--- config.mk ---
export PLATFORM = sky130hd
export DESIGN_NAME = led_note_afterglow
export DESIGN_NICKNAME = d
export VERILOG_FILES = /design/src/rtl/led_note_afterglow.sv
export SDC_FILE = /design/constraint.sdc
export NUM_CORES = 1
export LEC_CHECK = 0
export CAP_MARGIN = 20
export CORE_MARGIN = 8
export CORE_UTILIZATION = 55
export DETAILED_ROUTE_END_ITERATION = 6
export DONT_BUFFER_PORTS = 1
export PLACE_DENSITY_LB_ADDON = 0.08
export SYNTH_ARGS = -nofsm -noshare
export SYNTH_HDL_FRONTEND = slang
export SYNTH_SLANG_ARGS = --single-unit
--- constraint.sdc ---
create_clock -name clk -period 2.4 [get_ports clk]
set_clock_uncertainty 0.15 [all_clocks]
set_input_delay 0.36 -clock clk [delete_from_list [all_inputs] [get_ports clk]]
set_output_delay 0.36 -clock clk [all_outputs]
set_load 0.01 [all_outputs]
--- src/rtl/led_note_afterglow.sv ---
// led_note_afterglow: registered note/octave LED driver with per-note afterglow.
// The note bus splits into note LEDs (upper bits) and octave LEDs (lower bits).
// After a key is released each note can keep glowing (HOLD), fade out with a
// coarse PWM (FADE) or blink (BLINK) for HOLD_CYCLES clocks. Every output is a
// flop, so pins change one clock after the bus/mode sample.
module led_note_afterglow #(
   parameter int NOTES       = 7,
   parameter int OCT_W       = 3,
   parameter int HOLD_CYCLES = 4,
   parameter int PWM_BITS    = 2,
   parameter int BLINK_DIV   = 2
) (
   input  logic                   clk,
   input  logic                   rst,
   input  logic [NOTES+OCT_W-1:0] Busline,
   input  logic [1:0]             mode,
   output logic [NOTES-1:0]       lednote,
   output logic [OCT_W-1:0]       HighLow,
   output logic                   active
);

   localparam int CNT_W = $clog2(HOLD_CYCLES + 1);
   localparam int DIV_W = (BLINK_DIV > 1) ? $clog2(BLINK_DIV) : 1;
   localparam logic [CNT_W-1:0] CNT_LOAD = CNT_W'(HOLD_CYCLES);
   localparam logic [DIV_W-1:0] DIV_LAST = DIV_W'(BLINK_DIV - 1);

   typedef enum logic [1:0] {
      MODE_DIRECT = 2'b00,
      MODE_HOLD   = 2'b01,
      MODE_FADE   = 2'b10,
      MODE_BLINK  = 2'b11
   } mode_t;

   mode_t mode_sel;
   assign mode_sel = mode_t'(mode);

   logic [NOTES-1:0] note;
   logic [OCT_W-1:0] octave;
   assign note   = Busline[NOTES+OCT_W-1:OCT_W];
   assign octave = Busline[OCT_W-1:0];

   // Afterglow state: one down-counter per note plus shared PWM and blink timers.
   logic [CNT_W-1:0]    cnt     [NOTES];
   logic [CNT_W-1:0]    cnt_nxt [NOTES];
   logic [PWM_BITS-1:0] pwm;
   logic [DIV_W-1:0]    blink_div;
   logic                blink_phase;

   logic [NOTES-1:0] glow;
   logic [NOTES-1:0] fade_on;
   logic [NOTES-1:0] led_nxt;
   logic [OCT_W-1:0] hl_nxt;

   // Per-channel glow, fade comparison and counter reload/decay (pre-update cnt).
   always_comb begin
      glow    = '0;
      fade_on = '0;
      for (int i = 0; i < NOTES; i++) begin
         cnt_nxt[i] = cnt[i];
         glow[i]    = note[i] | (cnt[i] != '0);
         // Duty is the top PWM_BITS of the counter, so the glow dims as it decays.
         fade_on[i] = note[i] | (pwm < cnt[i][CNT_W-1 -: PWM_BITS]);
         if (note[i])
            cnt_nxt[i] = CNT_LOAD;
         else if (cnt[i] != '0)
            cnt_nxt[i] = cnt[i] - CNT_W'(1);
         else
            cnt_nxt[i] = '0;
      end
   end

   // Next LED / octave values selected by display mode.
   always_comb begin
      led_nxt = '0;
      hl_nxt  = '0;
      case (mode_sel)
         MODE_DIRECT: led_nxt = note;
         MODE_HOLD:   led_nxt = glow;
         MODE_FADE:   led_nxt = fade_on;
         MODE_BLINK:  led_nxt = glow & {NOTES{blink_phase}};
         default:     led_nxt = note;
      endcase
      // Octave LEDs follow the bus directly, or latch the newest octave while glowing.
      if (mode_sel == MODE_DIRECT || (|note))
         hl_nxt = octave;
      else if (|glow)
         hl_nxt = HighLow;
      else
         hl_nxt = '0;
   end

   // Counters run in every mode so a mode switch never cuts an afterglow short.
   always_ff @(posedge clk or posedge rst) begin
      if (rst) begin
         for (int i = 0; i < NOTES; i++) cnt[i] <= '0;
         pwm         <= '0;
         blink_div   <= '0;
         blink_phase <= 1'b1;
      end else begin
         for (int i = 0; i < NOTES; i++) cnt[i] <= cnt_nxt[i];
         pwm <= pwm + PWM_BITS'(1);
         if (blink_div == DIV_LAST) begin
            blink_div   <= '0;
            blink_phase <= ~blink_phase;
         end else begin
            blink_div <= blink_div + DIV_W'(1);
         end
      end
   end

   // Output registers driving the board pins.
   always_ff @(posedge clk or posedge rst) begin
      if (rst) begin
         lednote <= '0;
         HighLow <= '0;
         active  <= 1'b0;
      end else begin
         lednote <= led_nxt;
         HighLow <= hl_nxt;
         active  <= |led_nxt;
      end
   end

endmodule
==> run metrics <==
input/output buffers 0; fin crit share 97.6%; Slew Limit Headroom 69.4%; fin util 66.8%; FF-to-FF Start pwm[1]; DR pass1 iterations 4; initial DRC count 23; f_max 0.427 GHz; Layout area overhead 13.7%; Cell Pwr Density 673 nW/um2; Leak Pwr 0.853 nW; WL/cell 16.8 um; WHS Path Cells 1; Yosys top cell area share 53.6%; Crit. Startpoint pwm[1]; Initial Util 58.7%; Cells after Synth 153; number of synthesized register bits 36; Max Cap Viol 0; ANT nets after route 0; crit path time final 2.34 ns; Final Max Slew Viols 0; Final GP Congestion 0.797; worst reg-to-reg path cell count 5; library cells used by synthesis 31; Min-Delay Path Class in2reg; worst skew pair latency 0.34 ns; ant diodes 0; Mapped Area 1630 um2; Longest Clk Path Bufs 2; # nets final 194; Root Driver clkbuf_4; number of global-route vias before repair 1253; CTS tree built; CORE AREA 2780 um2; final setup TNS 0 ns; CP arrival 2.41 ns; share of cells above drive strength 1 10.3%; CP required 2.47 ns; critical path class reg2reg; number of remaining DRC errors 0; sequential element share of the synthesized area 55.2%; # H-tree levels 2; CTS sink count 36; nature of the critical path endpoint flop; pin count of the biggest net entering global routing 37; Overflow after GRT 0; crit path max fanout 6; CTS resizes 0; first-pass GRT wire length 5.73 mm; die area 4970 um2; die width 70.5 um; hold path start Busline[5]; Synth Area per Inst 10.7 um2; status finished clean; initial antenna violation count 0; Die Y 70.5 um; GRT Total Usage 14.4%; CP Launch Type flop; final setup fails 0; largest area contributor in the netlist dfrtp_1; via/cell ratio 6.00; Area contributors post-synth dfrtp_1 54%, ha_1 5.4%, nand2_1 3.4%; routed via count 1229; CTS Buf Count 5; fill count 217; Yosys warnings 0; Reg clk slew, reported paths 0.11 ns; Post-Route WL 3.44 mm; Boundary Pins 25; Worst VDD drop 0.589 mV; Final HPWL DP 2.58 mm; Hold Violations, Final 0; post-synthesis net count 174; RSZ-0062 raised after global routing no; actual slew at the worst max-slew pin 0.456 ns; standard-cell rows 19
[kinds of logic (layout without fill, tap and decap cells)]
logic type                 after synthesis  after routing  share of synthesized area [%]
AOI/OAI and AO/OA                       37             37                           16.5
buffers and inverters                   14             35                           3.45
xor gates and xnor gates                 2              2                           1.07
DFF                                     36             36                           55.2
and+or+nand+nor                         57             57                           18.4
adders and majority gates                7              7                           5.36
[cells in the final DEF, fill, tap and decap left out, drive strengths merged, types with 7 or more instances in the layout]
| cell | synthesis | layout |
|---|---|---|
| dfrtp | 35 | 35 |
| clkbuf | 0 | 7 |
| nand2b | 8 | 8 |
| dlygate4sd3 | 0 | 10 |
| ha | 7 | 7 |
| nand2 | 16 | 16 |
| inv | 13 | 13 |
| a21oi | 11 | 11 |
| nor3 | 11 | 11 |
| nor2 | 8 | 8 |
| o21bai | 7 | 7 |
[synth_stat cells, drive strengths merged]
master  number
a211oi       1
a21boi       2
a21oi       11
a22o         3
a311o        1
a41oi        1
and2b        1
and3         1
buf          1
dfrtp       35
dfstp        1
ha           7
inv         13
nand2       16
nand2b       8
nand3b       3
nor2         8
nor3        11
nor3b        2
nor4         4
nor4b        1
o211ai       1
o21ai        3
o21bai       7
o311a        4
o31a         3
or4          2
xor2         2
[area by class of cell]
type,instances,area (um2),share of cell area [%]
flip-flops and latches,36,902,48.6
repair buffers,14,130,7.01
clock inverters,1,7.51,0.404
inverters,13,48.8,2.63
well taps,31,38.8,2.09
clock buffers,7,55.1,2.96
multi-input cells,103,674,36.3
[metal layers]
layer / track usage, % / wire, um
met4: 6.70 / 69
met3: 3.67 / 130
met1: 16.6 / 1490
met5: 0 / 0
met2: 24.2 / 1760
[registers in the layout, indices dropped and copies added (netlist names)]
name and flops:
lednote 7, blink_div 1, cnt 21, pwm 2, blink_phase 1, HighLow 3
active 1
[what timing repair did]
action,4_1_cts,5_1_grt
setup buffers,0,0
hold buffers,8,2
endpoints found under the hold margin,56,2
[worst max-delay path, stage by stage, from the launching register on]
cell     delay (ns)
dfrtp_1        0.48
ha_1           0.32
a21oi_1        0.06
o311a_1        0.31
or4_1          0.50
or4_1          0.41
[path summary, 6_finish.rpt]
path | endpoint | slack [ns]
worst min-delay path | lednote[2] | 0.02
worst min register to register | blink_phase | 0.29
max in group asynchronous | blink_phase | 1.34
worst max register to register | active | 0.06
min in group asynchronous | HighLow[0] | 0.41
worst max-delay path | active | 0.06
[where the power goes]
group          switching [mW]  internal (mW)  total [mW]
combinational          0.0982         0.0845       0.183
clock                   0.194          0.143       0.337
sequential             0.0610          0.669       0.730
total                   0.353          0.897        1.25
[stage by stage]
stage               cell area, um2  power (mW)  hold WS (ns)  std cells  worst slack, ns
detailed placement            1690       0.912         0.231        187           0.0801
global route                  1860        1.32      0.000436        205          0.00544
floorplan                     1630       0.860         0.254        153            0.173
finish                        1860        1.25        0.0188        205           0.0586
global placement              1690       0.898         0.221        187            0.142
CTS                           1840        1.26      0.000886        203           0.0614
Note: power is estimated with default switching activity, not from simulation.
==> variant (config.mk and constraints unchanged) <==
`PWM_BITS`: 2 -> 3.
--- a/src/rtl/led_note_afterglow.sv
+++ b/src/rtl/led_note_afterglow.sv
@@ -8,5 +8,5 @@
    parameter int OCT_W       = 3,
    parameter int HOLD_CYCLES = 4,
-   parameter int PWM_BITS    = 2,
+   parameter int PWM_BITS    = 3,
    parameter int BLINK_DIV   = 2
 ) (
Formal check against the unedited RTL: not equivalent (a bounded check fails within 4 cycles, from zero or initial values and one cycle with rst high).
==> variant against the unedited design <==
Cell area rose by 11%; worst setup slack improved by 5.1 ps; total power rose by 1.3%; sequential cell count rose by 1; die area rose by 7.7%; wire length rose by 14%; area after synthesis rose by 10%; largest cell class unchanged; combinational power rose by 13%.
==> variant: results (changes against the unedited design) <==
Parameter                              Value

Status
  Run status    finished, final reports clean (unchanged)

Setup path
  Setup slack of the worst register-to-register path    60 ps
  R2R depth    6 (was 5)
  Maximum fanout along the worst path    7 (was 6)

Detailed routing
  Total via count after detailed routing    1,392 (was 1,229)
  Routed len/inst    16.27 um (was 16.79 um)

Timing
  Final hold slack    19.04 ps (was 18.85 ps)
  Tightest slew margin relative to the limit    0.6813 (was 0.6937)

Clock tree
  Number of sinks handled by clock tree synthesis    37 (was 36)

Final layout
  Layout inverter count without the clock tree    21 (was 13)
  Number of filler instances in the final layout    246 (was 217)
  Multi-input combinational gate total    117 (was 103)
  Non-Clock Buffer Area Fraction    0.06086 (was 0.07008)
  Combined flip-flop and latch cell area    929.6 um^2 (was 902.1 um^2)
  Ratio of cells with drive above 1 in the final layout    0.1015 (was 0.1034)
  Multi-input combinational area share    0.3950 (was 0.3632)
  Largest registers in the final layout    cnt (21), lednote (7) (was cnt (21), lednote (7), HighLow (3))
  Clock distribution area overhead in the final layout    0.02678 (was 0.03369)
  Final layout net count    225 (was 194)

Global route
  Wire length of the first global-routing pass    6568 um (was 5733 um)
  Number of global-route vias before repair    1,347 (was 1,253)
  Pin count of the biggest net entering global routing    38 (was 37)
  Tot GR Track Use    0.1620 (was 0.1440)

Power and ir drop
  Static Leak    0.9336 nW (was 0.8528 nW)
  Maximum ir drop on the vdd rail    0.3743 mV (was 0.5886 mV)
  Clock Power    311 uW (was 337 uW)
  Total sequential power    750 uW (was 730 uW)
  Proportion of total power due to net switching    0.3026 (was 0.2826)

Synthesis
  Nets in the synthesized netlist    205 (was 174)
  Area contributors post-synth    sky130_fd_sc_hd__dfrtp_1, sky130_fd_sc_hd__ha_1, sky130_fd_sc_hd__inv_1 (was sky130_fd_sc_hd__dfrtp_1, sky130_fd_sc_hd__ha_1, sky130_fd_sc_hd__nand2_1)
  Most frequent cells after synthesis    sky130_fd_sc_hd__dfrtp_1, sky130_fd_sc_hd__inv_1, sky130_fd_sc_hd__nand2_1, sky130_fd_sc_hd__ha_1, sky130_fd_sc_hd__a21oi_1 (was sky130_fd_sc_hd__dfrtp_1, sky130_fd_sc_hd__nand2_1, sky130_fd_sc_hd__inv_1, sky130_fd_sc_hd__a21oi_1, sky130_fd_sc_hd__nor3_1)
  Fraction of the yosys area taken by sequential cells    0.5160 (was 0.5525)
  Yosys top cell area share    0.5014 (was 0.5364)

Worst hold path
  Worst Hold End    HighLow[0] (was lednote[2])
  Hold Path Origin    Busline[0] (was Busline[5])

Placement
  Dpl hpwl    2856 um (was 2583 um)
  GP Congestion    0.8391 (was 0.7970)
[variant: logic make-up (layout without fill, tap and decap cells)]
logic type               after synthesis  count (layout)  share of synthesized area
buffers and inverters                 22              43                    0.04596
AND/OR/NAND/NOR                       50              50                     0.1351
AO/OA/AOI/OAI                         50              50                     0.1887
adder cells (fa/ha/maj)               15              15                     0.1045
XOR/XNOR                               2               2                   0.009751
flip-flops                            37              37                     0.5160
[variant: per-stage QoR]
stage                     power, mW  cells  area (um^2)  setup TNS, ps  worst slack (ps)
after CTS                     1.274    236         1991              0             17.45
final                         1.266    241         2056              0             63.65
after global routing          1.347    241         2056         -21.43            -21.43
after floorplan              0.8949    176         1797              0             204.9
after global placement       0.9351    220         1856              0             91.84
after detailed placement     0.9457    220         1856              0             29.06
[variant: what timing repair did]
| action | CTS | global route |
|---|---|---|
| endpoints found under the hold margin | 57 | 0 |
| setup endpoints to repair | 0 | 1 |
| resized for setup | 0 | 6 |
| setup buffers | 0 | 5 |
| hold buffers | 8 | 0 |
[variant: worst max-delay path: stages, from the launching register on]
cell and delay [ps]:
sky130_fd_sc_hd__dfrtp_2 500, sky130_fd_sc_hd__ha_1 300, sky130_fd_sc_hd__o21ai_0 70, sky130_fd_sc_hd__a31oi_1 160, sky130_fd_sc_hd__o32ai_1 140, sky130_fd_sc_hd__or4_1 510
sky130_fd_sc_hd__or4_1 400
[variant: layer usage]
metal  track usage  part of all wire  up-vias
met2        0.2463              0.46       37
met1        0.1990              0.45      668
met5             0                 0        -
li1              -                 -      680
met3       0.05632             0.076        7
met4       0.07778             0.015        0
